**src/rtl/sub32_seq_pkg.sv**
```systemverilog
// Shared definitions for the sequential slice-wise subtractor.
package sub32_seq_pkg;

  // Bits handled per clock when the top does not override SLICE.
  localparam int unsigned SliceDefault = 8;

  // Controller states; encoding is fixed so other blocks can decode it.
  typedef enum logic [1:0] {
    StIdle = 2'd0,
    StRun  = 2'd1,
    StDone = 2'd2
  } state_e;

endpackage

```
**src/rtl/sub32_seq_sub_slice.sv**
```systemverilog
// One SLICE-bit subtract stage: d = a - b - bin, with borrow out and zero detect.
// The borrow chain is written in generate/propagate form.
module sub32_seq_sub_slice
  import sub32_seq_pkg::*;
#(
  parameter int unsigned WIDTH = SliceDefault
) (
  input  logic [WIDTH-1:0] a,
  input  logic [WIDTH-1:0] b,
  input  logic             bin,
  output logic [WIDTH-1:0] d,
  output logic             bout,
  output logic             zero
);

  logic [WIDTH:0] brw;

  // Borrow lookahead terms: generate = ~a & b, propagate = ~(a ^ b).
  always_comb begin
    brw    = '0;
    d      = '0;
    brw[0] = bin;
    for (int i = 0; i < int'(WIDTH); i++) begin
      d[i]     = a[i] ^ b[i] ^ brw[i];
      brw[i+1] = (~a[i] & b[i]) | (~(a[i] ^ b[i]) & brw[i]);
    end
  end

  assign bout = brw[WIDTH];
  assign zero = ~|d;

endmodule

```
**src/rtl/sub32_seq.sv**
```systemverilog
// Sequential subtractor/comparator: computes op_a - op_b one slice per clock, LSB slice
// first, and reports diff plus unsigned/signed less-than and equality flags.
module sub32_seq
  import sub32_seq_pkg::*;
#(
  parameter int unsigned WIDTH = 32,
  parameter int unsigned SLICE = SliceDefault
) (
  input  logic             clk,
  input  logic             rst,
  input  logic             in_valid,
  output logic             in_ready,
  input  logic [WIDTH-1:0] op_a,
  input  logic [WIDTH-1:0] op_b,
  output logic             out_valid,
  input  logic             out_ready,
  output logic [WIDTH-1:0] diff,
  output logic             ltu,
  output logic             lts,
  output logic             eq
);

  localparam int unsigned NSLICE = WIDTH / SLICE;
  localparam int unsigned IdxW   = (NSLICE > 1) ? $clog2(NSLICE) : 1;

  if ((WIDTH % SLICE) != 0) begin : g_bad_slice
    $error("sub32_seq: WIDTH must be a multiple of SLICE");
  end

  state_e            state_q, state_d;
  logic [IdxW-1:0]   idx_q;
  logic              borrow_q;
  logic              zero_q;
  logic [WIDTH-1:0]  a_q, b_q;
  logic [WIDTH-1:0]  diff_q;
  logic              ltu_q, lts_q, eq_q;

  logic [SLICE-1:0]  a_sl, b_sl, d_sl;
  logic              bout_sl, zero_sl;
  logic              last_slice;

  assign last_slice = (idx_q == IdxW'(NSLICE - 1));

  // Select the operand slice addressed by the index counter.
  always_comb begin
    a_sl = '0;
    b_sl = '0;
    for (int k = 0; k < int'(NSLICE); k++) begin
      if (idx_q == IdxW'(k)) begin
        a_sl = a_q[k*SLICE +: SLICE];
        b_sl = b_q[k*SLICE +: SLICE];
      end
    end
  end

  sub32_seq_sub_slice #(
    .WIDTH (SLICE)
  ) u_slice (
    .a    (a_sl),
    .b    (b_sl),
    .bin  (borrow_q),
    .d    (d_sl),
    .bout (bout_sl),
    .zero (zero_sl)
  );

  // State register.
  always_ff @(posedge clk or posedge rst) begin
    if (rst) begin
      state_q <= StIdle;
    end else begin
      state_q <= state_d;
    end
  end

  // Next-state and handshake outputs.
  always_comb begin
    state_d   = state_q;
    in_ready  = 1'b0;
    out_valid = 1'b0;
    unique case (state_q)
      StIdle: begin
        in_ready = 1'b1;
        if (in_valid) state_d = StRun;
      end
      StRun: begin
        if (last_slice) state_d = StDone;
      end
      StDone: begin
        out_valid = 1'b1;
        if (out_ready) state_d = StIdle;
      end
      default: state_d = StIdle;
    endcase
  end

  // Operand capture, per-slice datapath update and final flag registration.
  always_ff @(posedge clk or posedge rst) begin
    if (rst) begin
      idx_q    <= '0;
      borrow_q <= 1'b0;
      zero_q   <= 1'b1;
      a_q      <= '0;
      b_q      <= '0;
      diff_q   <= '0;
      ltu_q    <= 1'b0;
      lts_q    <= 1'b0;
      eq_q     <= 1'b0;
    end else begin
      unique case (state_q)
        StIdle: begin
          if (in_valid) begin
            a_q      <= op_a;
            b_q      <= op_b;
            idx_q    <= '0;
            borrow_q <= 1'b0;
            zero_q   <= 1'b1;
          end
        end
        StRun: begin
          for (int k = 0; k < int'(NSLICE); k++) begin
            if (idx_q == IdxW'(k)) diff_q[k*SLICE +: SLICE] <= d_sl;
          end
          borrow_q <= bout_sl;
          zero_q   <= zero_q & zero_sl;
          idx_q    <= idx_q + 1'b1;
          if (last_slice) begin
            ltu_q <= bout_sl;
            eq_q  <= zero_q & zero_sl;
            // Signs differ: the negative operand is smaller; otherwise no overflow,
            // so the sign of the difference decides.
            lts_q <= (a_q[WIDTH-1] ^ b_q[WIDTH-1]) ? a_q[WIDTH-1] : d_sl[SLICE-1];
          end
        end
        default: ;
      endcase
    end
  end

  assign diff = diff_q;
  assign ltu  = ltu_q;
  assign lts  = lts_q;
  assign eq   = eq_q;

endmodule

```
**config.mk**
```make
export PLATFORM = sky130hd
export DESIGN_NAME = sub32_seq
export DESIGN_NICKNAME = d
export VERILOG_FILES = /design/src/rtl/sub32_seq_pkg.sv /design/src/rtl/sub32_seq_sub_slice.sv /design/src/rtl/sub32_seq.sv
export SDC_FILE = /design/constraint.sdc
export NUM_CORES = 1
export LEC_CHECK = 0
export CAP_MARGIN = 5
export CORE_MARGIN = 5
export CORE_UTILIZATION = 46
export DETAILED_ROUTE_END_ITERATION = 8
export PLACE_DENSITY = 0.84
export SLEW_MARGIN = 25
export SYNTH_ARGS = -nofsm -noshare
export SYNTH_HDL_FRONTEND = slang
export SYNTH_SLANG_ARGS = --single-unit
export TNS_END_PERCENT = 30
```
**constraint.sdc**
```tcl
create_clock -name clk -period 4.65 [get_ports clk]
set_clock_uncertainty 0.1 [all_clocks]
set_input_delay 0.93 -clock clk [delete_from_list [all_inputs] [get_ports clk]]
set_output_delay 0.93 -clock clk [all_outputs]
set_load 0.02 [all_outputs]
```
==> results.py <==
metrics = {
    "job": {
        "timing.max_cap.violations": 0,
    },
    "floorplan": {
        "core_area_um2": 9864,
        "initial_core_util": 0.4756,
        "die_h_um": 111.0,
        "die_w_um": 111.0,
        "fp-row-count": 36,
        "dieArea_um2": 12320,
        "pin_count": 105,
    },
    "drt": {
        "wl_per_cell_um": 18.34,
        "wl_um": 11330,
        "routed_via_density": 5.385,
        "num_vias": 3328,
        "drt_iter0_drc": 231,
        "drtAntennaViolNets": 0,
        "drc_errors": 0,
        "first_pass_iters": 6,
    },
    "finish": {
        "antenna_cells": 0,
        "fin_util": 0.6272,
        "mostFrequentLayoutCells": "dfrtp_1 (104), clkdlybuf4s50_1 (104), mux2_2 (62), nand2_1 (34), o21ai_0 (23)",
        "area_growth_pct": 31.87,
        "nets": 560,
        "drive_above_1_share": 0.2495,
    },
    "power": {
        "ir_drop_uv": 537.6,
        "total_leakage_power_nw": 2.574,
        "power_density_nw_per_um2": 884.8,
    },
    "synthesis": {
        "ys_warn_count": 0,
        "synth_seq_cells": 105,
        "synth_cells": 370,
        "synth_fp_nets": 450,
        "synth.avg_cell_area_um2": 12.68,
        "synth_edf_count": 0,
        "ys_types": 31,
        "async_flop_share": 1.000,
        "syn_area_um2": 4692,
        "synth_seq_area_share": 0.5603,
        "ys.flop_type": "dfrtp_1",
    },
    "timing": {
        "max_freq_ghz": 0.2092,
        "fin_crit_sh": 1.028,
        "drv_slew": 0,
        "rsz0062_at_grt": "yes",
        "tightest_slew_ns": 0.8636,
        "finalWorstSetupSlack_ns": -0.1292,
        "final-hold-violation-count": 0,
        "max_slew_margin": 0.4243,
        "fin_setup_tns_ns": -0.2370,
        "finalCriticalPeriod_ns": 4.779,
        "setup_viol": 4,
    },
    "critical_path": {
        "endpoint_kind": "register",
        "crit_required_ns": 4.86,
        "reg2reg_slack_ns": -0.13,
        "crit_fanout": 3,
        "cp-start-kind": "register",
        "crit_type": "register to register",
        "cp.arrival_ns": 4.99,
    },
    "placement": {
        "hpwl_um": 8387,
        "finalWeightedCongestion": 0.8309,
        "numPortBuffers": 104,
    },
    "status": {
        "outcome": "finished with violations",
        "failed_checks": "setup timing",
    },
    "clock_network": {
        "cts_sinks": 105,
        "clock_path_buffers": 2,
        "htreeDepth": 3,
        "cts_tree": "done",
        "cts-root-buf": "clkbuf_8",
        "cts_buffers": 9,
        "cts.reportedPaths.clkPinSlew_ns": 0.11,
        "insertion_delay_ns": 0.38,
    },
    "global_route": {
        "grt_start_max_net_pins": 77,
        "antenna_found_initial": 0,
        "grt_pass1_vias": 3606,
        "grt_pass1_wl_um": 18260,
        "grt_use_total": 0.1840,
        "overflow": 0,
    },
    "worst_hold_path": {
        "holdCritPathClass": "register to register",
    },
}
-- sequential cells by signal (all words and copies together) (netlist names), 2 cells and up --
| signal | flops |
|---|---|
| b_q | 32 |
| diff | 32 |
| state_q | 2 |
| idx_q | 2 |
| a_q | 32 |
-- layer usage --
| metal | share of wire | up-vias | GRT usage |
|---|---|---|---|
| li1 | - | 1516 | - |
| met1 | 0.42 | 1656 | 0.2329 |
| met2 | 0.50 | 140 | 0.3119 |
| met3 | 0.069 | 16 | 0.05677 |
| met4 | 0.014 | 0 | 0.03941 |
| met5 | 0 | - | 0 |
-- worst max-delay path: stages, from the launching register on --
cell and delay [ns]:
dfrtp_1 0.41, inv_2 0.08, ha_4 0.17, nor2b_4 0.12, a221o_1 0.35, a22oi_2 0.21
fa_2 0.23, inv_2 0.04, fa_2 0.33, fa_2 0.35, fa_2 0.35, fa_2 0.36
fa_2 0.35, fa_2 0.34, inv_2 0.06, fa_1 0.42, maj3_2 0.33, o21ai_2 0.11
-- stage by stage --
stage	setup slack (ns)	total power, W	cells	hold slack (ns)	cell area [um2]
after global placement	-0.02187	0.004625	598	0.3620	5898
after floorplan	-0.2566	0.003681	370	0.3581	4726
final	-0.1292	0.005474	618	0.4086	6187
after CTS	-0.1407	0.005487	617	0.4032	6141
after global routing	-0.2673	0.005842	618	0.4281	6187
after detailed placement	-0.1468	0.004789	598	0.3786	5898
-- final timing paths --
check,from,end,cells past startpoint
hold reg to reg,a_q[1],a_q[1],1
min in group asynchronous,rst,diff[27],2
setup / recovery,idx_q[0],lts,17
setup reg to reg,idx_q[0],lts,17
max in group asynchronous,rst,diff[6],3
hold / removal,a_q[1],a_q[1],1
-- final cells by class --
cell class                      instances  area, um2
Clock buffer                            9      123.9
Clock inverter                          7      86.33
Fill cell                             753       3677
Inverter                               18      70.07
Multi-Input combinational cell        223       1924
Sequential cell                       105       2629
Tap cell                              133      166.4
Timing Repair Buffer                  123       1187
-- report_power, final --
group          switching [W]  internal (W)  total (W)
Clock               0.000360      0.000217   0.000577
Sequential          0.000307       0.00139    0.00170
Combinational        0.00162       0.00158    0.00320
-- logic make-up after synthesis --
| kind of cell | count (synthesis) | synth area share |
|---|---|---|
| AO/OA/AOI/OAI | 75 | 0.09920 |
| adder cells (fa/ha/maj) | 13 | 0.04693 |
| buffers and inverters | 42 | 0.04453 |
| flip-flops | 105 | 0.5603 |
| multiplexers | 80 | 0.1917 |
| AND/OR/NAND/NOR | 55 | 0.05733 |
-- synth_stat cells (3+ instances only) --
cell type / n / share of area
dfrtp_1: 104 / 0.55
mux2_2: 62 / 0.15
nand2_1: 34 / 0.027
o21ai_0: 29 / 0.031
a21oi_1: 18 / 0.019
inv_1: 18 / 0.014
mux2_1: 17 / 0.041
clkbuf_1: 9 / 0.0072
a22oi_1: 8 / 0.013
buf_2: 8 / 0.0085
fa_1: 8 / 0.034
nor2b_1: 8 / 0.011
a221oi_1: 6 / 0.011
o31ai_1: 6 / 0.0096
a22o_1: 4 / 0.0075
buf_6: 4 / 0.0096
ha_1: 4 / 0.011
nor2_1: 4 / 0.0032
a221o_1: 3 / 0.0064
buf_4: 3 / 0.0048
nand3b_1: 3 / 0.0048
-- repair_timing --
action	4_1_cts	5_1_grt
buffers inserted	3	2
gates resized for setup	7	12
setup endpoints to repair	7	7
hold buffers	0	0
pin swaps	1	6
Power figures use the tool's default switching activity.
